==> config.mk <==
export PLATFORM = sky130hd
export DESIGN_NAME = exc_sequencer
export DESIGN_NICKNAME = d
export VERILOG_FILES = /design/src/rtl/exc_pkg.sv /design/src/rtl/hwint_sync.sv /design/src/rtl/exc_sequencer.sv
export SDC_FILE = /design/constraint.sdc
export NUM_CORES = 1
export LEC_CHECK = 0
export ABC_AREA = 1
export CAP_MARGIN = 10
export CORE_MARGIN = 2
export CORE_UTILIZATION = 25
export DETAILED_ROUTE_END_ITERATION = 6
export PLACE_DENSITY = 0.69
export SLEW_MARGIN = 20
export SYNTH_ARGS = -nofsm -noshare
export SYNTH_HDL_FRONTEND = slang
export SYNTH_SLANG_ARGS = --single-unit
export TNS_END_PERCENT = 100
==> constraint.sdc <==
create_clock -name clk -period 3.02 [get_ports clk]
set_input_delay 0.302 -clock clk [delete_from_list [all_inputs] [get_ports clk]]
set_output_delay 0.302 -clock clk [all_outputs]
set_load 0.01 [all_outputs]
==> src/rtl/exc_pkg.sv <==
// Shared types and constants for exception sequencing.
// Exception codes and default entry/reset addresses.
package exc_pkg;

   typedef enum logic {
      RUN  = 1'b0,
      HOLD = 1'b1
   } state_t;

   localparam logic [4:0] EXC_INT  = 5'd0;
   localparam logic [4:0] EXC_ADEL = 5'd4;
   localparam logic [4:0] EXC_ADES = 5'd5;
   localparam logic [4:0] EXC_RI   = 5'd10;
   localparam logic [4:0] EXC_OV   = 5'd12;

   localparam logic [31:0] HANDLER_PC_DEF = 32'h0000_4180;
   localparam logic [31:0] RESET_PC_DEF   = 32'h0000_3000;

endpackage

==> src/rtl/hwint_sync.sv <==
// Multi-flop synchroniser chain for raw interrupt lines.
// Level passthrough with DEPTH cycles of latency.
module hwint_sync #(
   parameter int DEPTH = 2,
   parameter int WIDTH = 6
) (
   input  logic             clk,
   input  logic             reset,
   input  logic [WIDTH-1:0] d,
   output logic [WIDTH-1:0] q
);

   logic [WIDTH-1:0] chain [DEPTH];

   always_ff @(posedge clk or posedge reset) begin
      if (reset) begin
         for (int i = 0; i < DEPTH; i++)
            chain[i] <= '0;
      end else begin
         chain[0] <= d;
         for (int i = 1; i < DEPTH; i++)
            chain[i] <= chain[i-1];
      end
   end

   assign q = chain[DEPTH-1];

endmodule

==> src/rtl/exc_sequencer.sv <==
// Exception entry / ERET sequencer between M stage and CP0.
// Drives flush and PC redirect; holds the resume PC across bubbles.
module exc_sequencer
   import exc_pkg::*;
#(
   parameter logic [31:0] HANDLER_PC = HANDLER_PC_DEF,
   parameter logic [31:0] RESET_PC   = RESET_PC_DEF,
   parameter int          HWINT_SYNC = 2
) (
   input  logic        clk,
   input  logic        reset,
   input  logic        stall_i,
   input  logic        m_valid_i,
   input  logic [31:0] m_pc_i,
   input  logic        m_bd_i,
   input  logic [4:0]  m_exccode_i,
   input  logic        m_eret_i,
   input  logic [5:0]  hwint_i,
   input  logic        cp0_req_i,
   input  logic [31:0] cp0_epc_i,
   output logic [31:0] cp0_vpc_o,
   output logic        cp0_bd_o,
   output logic [4:0]  cp0_exccode_o,
   output logic        cp0_exlclr_o,
   output logic [5:0]  cp0_hwint_o,
   output logic        flush_o,
   output logic        redirect_o,
   output logic [31:0] redirect_pc_o,
   output logic        busy_o
);

   state_t      state;
   logic [31:0] resume_pc_q;
   logic [5:0]  hwint_q;
   logic        hold;
   logic        exc_take;
   logic        eret_take;

   assign hold      = (state == HOLD);
   assign exc_take  = cp0_req_i;
   assign eret_take = ~hold & m_valid_i & m_eret_i
                    & ~stall_i & ~cp0_req_i;

   generate
      if (HWINT_SYNC == 0) begin : g_bypass
         assign hwint_q = hwint_i;
      end else begin : g_sync
         hwint_sync #(
            .DEPTH (HWINT_SYNC),
            .WIDTH (6)
         ) u_sync (
            .clk   (clk),
            .reset (reset),
            .d     (hwint_i),
            .q     (hwint_q)
         );
      end
   endgenerate

   always_ff @(posedge clk or posedge reset) begin
      if (reset) begin
         state       <= RUN;
         resume_pc_q <= RESET_PC;
      end else if (exc_take) begin
         state       <= HOLD;
         resume_pc_q <= HANDLER_PC;
      end else if (eret_take) begin
         state       <= HOLD;
         resume_pc_q <= cp0_epc_i;
      end else if (hold && m_valid_i && !stall_i) begin
         state <= RUN;
      end
   end

   // Outputs are forced low for the whole time reset is held.
   always_comb begin
      cp0_vpc_o     = '0;
      cp0_bd_o      = 1'b0;
      cp0_exccode_o = EXC_INT;
      cp0_exlclr_o  = 1'b0;
      cp0_hwint_o   = '0;
      flush_o       = 1'b0;
      redirect_o    = 1'b0;
      redirect_pc_o = '0;
      busy_o        = 1'b0;
      if (!reset) begin
         cp0_hwint_o  = hwint_q;
         busy_o       = hold;
         cp0_exlclr_o = eret_take;
         flush_o      = exc_take | eret_take;
         redirect_o   = exc_take | eret_take;
         if (hold) begin
            cp0_vpc_o = resume_pc_q;
         end else begin
            cp0_vpc_o = m_pc_i;
            cp0_bd_o  = m_bd_i;
            if (m_valid_i)
               cp0_exccode_o = m_exccode_i;
         end
         if (exc_take)
            redirect_pc_o = HANDLER_PC;
         else if (eret_take)
            redirect_pc_o = cp0_epc_i;
      end
   end

endmodule

==> results_dict.tcl, run 1 <==
set metrics [dict create \
    cp.arrival_ns 2.33 \
    end_kind "output port" \
    nFillCells 999 \
    yosysMostFrequentCell "nand2_1" \
    grt_first_pass_wirelength_um 13340 \
    async_flop_share_pct 100.0 \
    cts_max_path_buffers 2 \
    rsz0062_at_grt "false" \
    finalWirelength_um 8361 \
    avgSynthCellArea_um2 7.123 \
    syn_to_final_growth_pct 73.10 \
    hold_ws_ns 0.3550 \
    leakagePower_nw 2.091 \
    yosys_warnings 0 \
    dr.pass1.iters 4 \
    cts_tree "built" \
    reg2reg_setup_slack_ns 1.43 \
    ir_drop_uv 159.1 \
    fmax_mhz 379.2 \
    synth.top_cell.area_share_pct 42.91 \
    hold_viol_final 0 \
    viasPerCell 4.281 \
    ant_nets 0 \
    fp.dieH_um 104.1 \
    synthCells 352 \
    drt_iter0_drc 84 \
    timing.final.crit_share_pct 87.32 \
    die_x_um 104.1 \
    outcome "finished, final reports clean" \
    ys_top_cells_by_area "dfrtp_1 (43%), nand2_1 (23%), nand3_1 (8.4%)" \
    cts.sink_count 45 \
    grt_pass1_vias 2730 \
    power_density_nw_per_um2 301.0 \
    startpoint_type "input port" \
    placedCellCount 636 \
    drt-wirelength-per-cell_um 12.98 \
    hpwl_um 6398 \
    critPathKind "input port to output port" \
    synth_common_cells "nand2_1 (153), dfrtp_1 (43), nand3_1 (42)" \
    ys_seq_area_share_pct 45.01 \
    fp.coreArea_um2 9774 \
    worst_ep_required_time_ns 2.72 \
    num_rows 36 \
    routabilityCongestion 0.7525 \
    fin_setup_tns_ns 0 \
    start_util_pct 25.65 \
    post_cts_resized 0 \
    ys.flop_type "dfrtp_1" \
    clock_latency_ns 0.30 \
    crit_fanout 12 \
    syn_area_um2 2507 \
    worstMarginPinSlew_ns 0.5144 \
    cts_setup_buffers 0 \
    overflow 0 \
    die_area_um2 10850 \
    ios 162 \
    cts_buffers 5 \
    setup_viol 0 \
    hold_class "flop to flop" \
    finalMaxSlewViolations 0 \
    antenna_found_initial 0 \
    cts_max_level 2 \
    clock_skew_ns 0.004551 \
    synth_cell_type_count 20 \
    synth-seq-cells 45 \
    syn_nets 434 \
    cts.clk_slew.worst_paths_ns 0.09 \
    synth-edff-count 0 \
    slew_headroom_pct 65.61 \
    grtUsageTotal_pct 15.25 \
    fin_crit_ns 2.637 \
    cts-root-buf "clkbuf_8" \
    synth_top_area_cell "dfrtp_1" \
    route.detailed.drc 0 \
    drv_cap 0 \
    hold_buffers 0 \
    vias 2757 \
    nets 592 \
    final-instance-count-excl-fill 644 \
    port_buffers 161 \
    grt_max_degree 35 \
    n_antenna_cell 0 \
    drive_gt1_share_pct 9.785 \
]
==> layout make-up <==
class                           count  area [um^2]  share of cell area (%)
Tap cell                          133        166.4                   3.834
Timing Repair Buffer              173         1714                   39.49
Sequential cell                    45         1129                   26.00
Clock inverter                      3        25.02                  0.5765
Inverter                           27        101.3                   2.335
Multi-Input combinational cell    258         1136                   26.17
Clock buffer                        5        68.82                   1.585
==> critical path: stages <==
cell and delay (ns):
clkdlybuf4s50_1 0.60, nand2_1 0.11, nor2_2 0.16, nand3_1 0.39, nor2_1 0.22, clkdlybuf4s50_1 0.56
==> flip-flops by register name (all words and copies together) (netlist names) <==
signal / count
g_sync.u_sync.q: 6
hold: 1
resume_pc_q: 32
g_sync.u_sync.chain: 6
==> cell usage in the layout, fill, tap and decap left out <==
cell	count
o211ai_1	1
inv_1	24
buf_12	1
nand3_1	42
nor2_1	37
clkinvlp_4	1
dfrtp_1	43
nor2_2	13
clkbuf_8	5
nand3_2	7
clkdlybuf4s50_1	161
or2_2	2
buf_4	11
inv_2	3
dfstp_2	2
nand2_2	1
nand2_1	153
inv_6	2
nand3_4	2
==> logic make-up (layout without fill, tap and decap cells) <==
logic type             count (synthesis)  after routing  synth area share (%)
AO/OA/AOI/OAI                          1              1                0.2995
buffers and inverters                 49            208                 9.681
flip-flops                            45             45                 45.01
AND/OR/NAND/NOR                      257            257                 45.01
==> path summary, 6_finish.rpt <==
check	startpoint	end	cells past startpoint
setup / recovery	m_valid_i	redirect_pc_o[3]	6
hold / removal	g_sync.u_sync.chain[7]$_DFF_PP0_	g_sync.u_sync.q[1]$_DFF_PP0_	0
min in group asynchronous	reset	resume_pc_q[8]$_DFFE_PP0P_	3
max in group asynchronous	reset	resume_pc_q[20]$_DFFE_PP0P_	3
setup reg to reg	hold$_DFFE_PP0P_	resume_pc_q[9]$_DFFE_PP0P_	6
hold reg to reg	g_sync.u_sync.chain[7]$_DFF_PP0_	g_sync.u_sync.q[1]$_DFF_PP0_	0
==> stage by stage <==
step | utilization [%] | total power [mW] | instance area (um^2) | setup WS [ns]
after floorplan | - | 0.7379 | 2507 | 0.7287
after global placement | 43.45 | 0.9294 | 4247 | 0.4572
after detailed placement | 43.45 | 0.9338 | 4247 | 0.3737
after CTS | 44.41 | 1.338 | 4340 | 0.3748
after global routing | 44.41 | 1.385 | 4340 | 0.2081
final | 44.41 | 1.306 | 4340 | 0.3831
==> metal layers <==
layer | track usage (%) | vias up | part of all wire, %
met5 | 0 | - | 0
met4 | 5.019 | 0 | 1.6
met3 | 3.697 | 10 | 5.0
met2 | 28.29 | 80 | 52
met1 | 17.01 | 1284 | 42
li1 | - | 1383 | -
==> power by group <==
group	internal [mW]	switching, mW	total (mW)
clock	0.169	0.219	0.388
sequential	0.618	0.00721	0.626
combinational	0.167	0.127	0.293
total	0.954	0.353	1.31
Power figures use the tool's default switching activity.
==> run 2: changes to the inputs <==
Settings changed: SKIP_CTS_REPAIR_TIMING set to 1.
==> results of run 2 <==
No change in the layout: final DEF, timing and power equal those of run 1.
==> run 3: changes to the inputs <==
Settings changed: ABC_AREA 1 to unset, PLACE_DENSITY 0.69 to 0.7.
==> run 3 against run 2 <==
  * First-iteration DRC count fell by 26%
  * Combinational power fell by 2%
  * Area after synthesis fell by 4.2%
  * Clock skew barely moved
  * Register-to-register slack got worse by 0.18 ns
  * Clock power fell by 4%
  * Largest cell class unchanged
  * Worst setup slack got worse by 0.016 ns
  * Final cell count fell by 21%
  * Total power fell by 1.3%
  * Cell area fell by 3.3%
  * Critical path type is now flop to output port
  * Via count fell by 19%
==> results_dict.tcl, run 3 <==
set metrics [dict create \
    startpoint_type "flop" \
    synth-seq-cells 45 \
    worstSetupStartpoint "hold$_DFFE_PP0P_" \
    dr.pass1.iters 4 \
    reg2reg_setup_slack_ns 1.25 \
    fp.dieH_um 102.0 \
    final_util_pct 45.19 \
    final_common_cell "clkdlybuf4s50_1" \
    ys_top_cells_by_area "dfrtp_1 (45%), mux2i_1 (13%), a22o_1 (9.1%)" \
    hold_class "input port to asynchronous set/reset pin" \
    cpLargestDelayFamily "buffers and inverters" \
    regToRegEndpoint "resume_pc_q[0]$_DFFE_PP0P_" \
    hpwl_um 5797 \
    yosys_warnings 0 \
    port_buffers 161 \
    die_area_um2 10410 \
    critPathKind "flop to output port" \
    synthCells 221 \
    synth_xor_area_share_pct 0 \
    placedCellCount 500 \
    cts_tree "built" \
    timing.rr.start "hold$_DFFE_PP0P_" \
    synth-edff-count 0 \
    synth_common_cells "dfrtp_1 (43), nor2_1 (37), mux2i_1 (32)" \
    slowest_delay_ns 0.72 \
    cp.arrival_ns 2.35 \
    final_cell_area_um2 4195 \
    antenna_found_initial 0 \
    fmax_mhz 376.9 \
    ant_nets 0 \
    grtUsageTotal_pct 14.34 \
    avgSynthCellArea_um2 10.87 \
    p_total_mw 1.289 \
    drive_gt1_share_pct 10.03 \
    r2r_cells 3 \
    synth.top_cell.area_share_pct 44.79 \
    synth_fa_ha_area_share_pct 0 \
    path_cells "and4bb_4, nor2_4, buf_4, nor2_1, clkdlybuf4s50_1" \
    syn_nets 303 \
    power_density_nw_per_um2 307.3 \
    vias 2239 \
    outcome "finished, final reports clean" \
    fin_crit_ns 2.653 \
    synth_cell_type_count 25 \
    ys.flop_type "dfrtp_1" \
    synth_top_area_cell "dfrtp_1" \
    hold_viol_final 0 \
    muxShareOfSynthArea_pct 13.33 \
    synth_top_family_by_area "simple AND/OR/NAND/NOR gates" \
    cts.clk_slew.worst_paths_ns 0.09 \
    timing.final.crit_share_pct 87.86 \
    drt-wirelength-per-cell_um 14.82 \
    grt_pass1_vias 2322 \
    overflow 0 \
    finalMaxSlewViolations 0 \
    critPathSlowestCell "dfrtp_2" \
    syn_to_final_growth_pct 74.64 \
    cts.sink_count 45 \
    ys_seq_area_share_pct 46.98 \
    route.detailed.drc 0 \
    end_kind "output port" \
    ir_drop_uv 156.3 \
    worstMarginPinSlew_ns 0.6800 \
    largest_register "resume_pc_q" \
    place_area_um2 4108 \
    async_flop_share_pct 100.0 \
    final-instance-count-excl-fill 508 \
    ios 162 \
    layout_common_cells "clkdlybuf4s50_1 (160), dfrtp_1 (42), nor2_1 (37)" \
    drv_cap 0 \
    fin_setup_tns_ns 0 \
    yosys.area_share.simple_pct 21.87 \
    drt_iter0_drc 62 \
    setup_viol 0 \
    syn_area_um2 2402 \
    n_antenna_cell 0 \
    slew_headroom_pct 54.60 \
    cts-root-buf "clkbuf_8" \
    cts_buffers 5 \
    nFillCells 885 \
    clock_latency_ns 0.30 \
    routabilityCongestion 0.7975 \
    clock_skew_ns 0.004492 \
    yosysMostFrequentCell "dfrtp_1" \
    finalWirelength_um 7530 \
    largest_reg_flops 32 \
    leakagePower_nw 1.858 \
    nets 460 \
    cts_max_level 2 \
    num_rows 35 \
    worst_ep_required_time_ns 2.72 \
    cts_max_path_buffers 2 \
    critPathBufInv 2 \
    grt_max_degree 34 \
    grt_first_pass_wirelength_um 11720 \
    crit_fanout 20 \
    die_x_um 102.0 \
    viasPerCell 4.407 \
    worst-path-stages 5 \
    start_util_pct 25.88 \
    synth_compound_area_share_pct 12.08 \
    fp.coreArea_um2 9284 \
    rsz0062_at_grt "false" \
]
[run 3: changes by cell type after synthesis, moves of 5 or more]
cell     delta
nand3_1    -42
and3_2      +5
buf_2       -6
inv_1      -23
nor2_2     -12
nand3_2     -7
nand2_1   -152
mux2i_1    +32
and2_1     +30
a22o_1     +25
nor2b_1     +7
[run 3: power by group]
group / switching (mW) / leakage (nW) / internal, mW
Clock: 0.211 / 0.0374 / 0.163
Sequential: 0.0129 / 0.572 / 0.616
Combinational: 0.109 / 1.25 / 0.177
Total: 0.333 / 1.86 / 0.957
[run 3: worst max path at each step]
stage / slack [ns] / endpoint
finish: 0.37 / redirect_o
global route: 0.20 / redirect_o
detailed placement: 0.47 / redirect_o
floorplan: 1.23 / g_sync.u_sync.chain[10]$_DFF_PP0_
global placement: 0.52 / flush_o
CTS: 0.33 / redirect_o
[run 3: worst reg2reg max path, stage by stage, from the launching register on]
cell     delay [ns]
dfrtp_2        0.62
nor2_2         0.58
buf_4          0.35
a22o_1         0.17
[run 3: logic make-up (layout without fill, tap and decap cells)]
group | count (synthesis) | in the layout
multiplexers | 32 | 32
AND/OR/NAND/NOR | 90 | 90
flip-flops | 45 | 45
buffers and inverters | 21 | 179
AO/OA/AOI/OAI | 33 | 33
[run 3: layer usage]
metal / global-route usage, % / routed length, um
met4: 2.974 / 46
met1: 16.89 / 3082
met2: 26.11 / 3827
met5: 0 / 0
met3: 3.967 / 572
[run 3: metrics by stage]
step                      setup slack [ns]  hold slack (ns)
after floorplan                      1.232           0.3312
after global placement              0.5213           0.3325
after detailed placement            0.4669           0.3347
after CTS                           0.3264           0.3560
after global routing                0.2035           0.3685
final                               0.3666           0.3360
[run 3: layout make-up]
class	count	area (um^2)	area share [%]
tap	129	161.4	3.847
multi-input combinational	155	1142	27.23
timing repair buffer	169	1667	39.73
clock buffer	6	72.57	1.730
inverter	2	7.507	0.1789
clock inverter	2	15.01	0.3579
sequential	45	1130	26.93
==> edit: new RTL, flow settings as in run 3 <==
Set the parameter `HWINT_SYNC` to 1 (it was 2).
--- a/src/rtl/exc_sequencer.sv
+++ b/src/rtl/exc_sequencer.sv
@@ -5,7 +5,7 @@
 #(
    parameter logic [31:0] HANDLER_PC = HANDLER_PC_DEF,
    parameter logic [31:0] RESET_PC   = RESET_PC_DEF,
-   parameter int          HWINT_SYNC = 2
+   parameter int          HWINT_SYNC = 1
 ) (
    input  logic        clk,
    input  logic        reset,
Function: changed (a bounded check fails within 4 cycles, from zero or initial values and one cycle with reset high).
==> edit against run 3 <==
Worst setup slack got worse by 0.091 ns. Wire length is 0.13% higher. Area after synthesis is 6.4% lower. Largest cell class unchanged. Cell area down 3.7%. Total power down 5.3%. Sequential share of layout area down 2.7 points. Sequential cell count down 6.
==> edit: results (changes against run 3) <==
metric,value,unit,change
first-pass GRT wire length,11800,um,"was 11,700 um"
share of flip-flops with an asynchronous set or reset,1.00,,unchanged
fill count,848,,was 885
"top cells by count, synth","37 x dfrtp_1, 37 x nor2_1, 32 x mux2i_1",,"was 43 x dfrtp_1, 37 x nor2_1, 32 x mux2i_1"
DP Area,3940,um2,was 4110 um2
largest net degree at the start of global routing,40,,was 34
pins over their slew limit,0,,unchanged
"top cells by area, synth","dfrtp_1 41%, mux2i_1 14%, a22o_1 9.7%",,"was dfrtp_1 45%, mux2i_1 13%, a22o_1 9.1%"
final clock skew,0.00468,ns,was 0.00449 ns
Critical Path AT,2.44,ns,was 2.35 ns
synthesized cell area,2250,um2,was 2400 um2
"delay-heaviest family, CP",simple AND/OR/NAND/NOR gates,,was buffers and inverters
DRT Wirelength,7540,um,was 7530 um
LEAKAGE,1.81,nW,was 1.86 nW
Hold Path Stages,1,,
fin nets,455,,was 460
main flop type after synthesis,dfrtp_1,,unchanged
max reg flops,32,,unchanged
Diodes inserted,0,,unchanged
Slew headroom,0.452,,was 0.546
Psw,0.000304,W,was 0.000333 W
Final HPWL DP,5560,um,was 5800 um
antenna violations before repair,0,,unchanged
Tot GR Track Use,0.150,,was 0.143
drt via density,4.60,,was 4.41
vias in the first global route,2225,,"was 2,322"
status,completed,,unchanged
Detailed Route Iter0 Violations,34,,was 62
setup total negative slack,0,ns,unchanged
Synth Net Count,297,,was 303
synth unique cells,24,,was 25
PortBufs,161,,unchanged
First-pass DRT Iterations,4,,unchanged
root buffer cell,clkbuf_8,,unchanged
post-synth top area share,0.412,,was 0.448
Max H-tree Level,2,,unchanged
worst reg2reg path depth,4,,was 3
CP max stage cell,dfrtp_2,,unchanged
worst-skew pair later-pin latency,0.29,ns,
CTS Buffer Depth,2,,unchanged
synth warn,0,,unchanged
worst-path maximum fanout,22,,was 20
Worst Hold Class,in2reg,,was in2async
largest vdd supply drop,0.166,mV,was 0.156 mV
largest register by flop count,resume_pc_q,,unchanged
gpl congestion,0.710,,was 0.798
register area share after synthesis,0.435,,was 0.470
layout cell share with drive strength beyond 1,0.104,,was 0.100
CTS clock-pin slew for the worst setup and hold paths,0.08,ns,
clock buffer count from CTS,5,,unchanged
"Largest stage delay, worst path",0.78,ns,was 0.72 ns
## edit: cell types whose count changed after synthesis, sizes merged
cell / run 3 / this run
dfrtp: 43 / 37
## edit: through the flow
step                utilization  worst slack [ns]  hold slack, ns  cells
global placement          0.452             0.405           0.487    474
detailed placement        0.452             0.344           0.493    474
global route              0.463             0.125           0.436    482
CTS                       0.463             0.197           0.431    482
finish                    0.463             0.276           0.439    482
floorplan                     -              1.40           0.333    215
## edit: final cells by class
cell class,count,area share
Timing Repair Buffer,170,0.414
Multi-Input combinational cell,155,0.283
Sequential cell,39,0.243
Tap cell,108,0.0335
Clock buffer,8,0.0248
Inverter,2,0.00186
## edit: routing by layer
metal | wire, um | vias to the layer above | GRT usage
li1 | - | 1062 | -
met1 | 3290 | 1051 | 0.192
met2 | 3530 | 100 | 0.251
met3 | 660 | 6 | 0.0447
met4 | 56 | 0 | 0.0348
met5 | 0 | - | 0
## edit: cells by family after synthesis
kind of cell	count (synthesis)	share of synthesized area
AOI/OAI and AO/OA	33	0.129
DFF	39	0.435
buffers and inverters	21	0.0595
and+or+nand+nor	90	0.234
muxes	32	0.142
## edit: final timing paths
kind,start,endpoint,slack [ns]
max reg2reg,hold,resume_pc_q[6],0.91
max,hold,redirect_o,0.28
max in group asynchronous,reset,hold,1.72
min reg2reg,resume_pc_q[31],resume_pc_q[31],0.51
min,hwint_i[1],g_sync.u_sync.q[1],0.44
min in group asynchronous,reset,resume_pc_q[16],0.73
## edit: worst register-to-register path: stages, from the launching register on
cell and delay [ns]:
dfrtp_2 0.78, and4bb_4 0.30, nor2_4 0.44, buf_4 0.35, a22o_1 0.18
## edit: power groups by stage
stage          Clock, W  Sequential (W)  Combinational, W
6_report       0.000392        0.000545          0.000284
5_1_grt        0.000425        0.000547          0.000306
4_1_cts        0.000413        0.000546          0.000288
3_5_place_dp          0        0.000556          0.000286
3_3_place_gp          0        0.000555          0.000284
2_1_floorplan         0        0.000545          0.000113
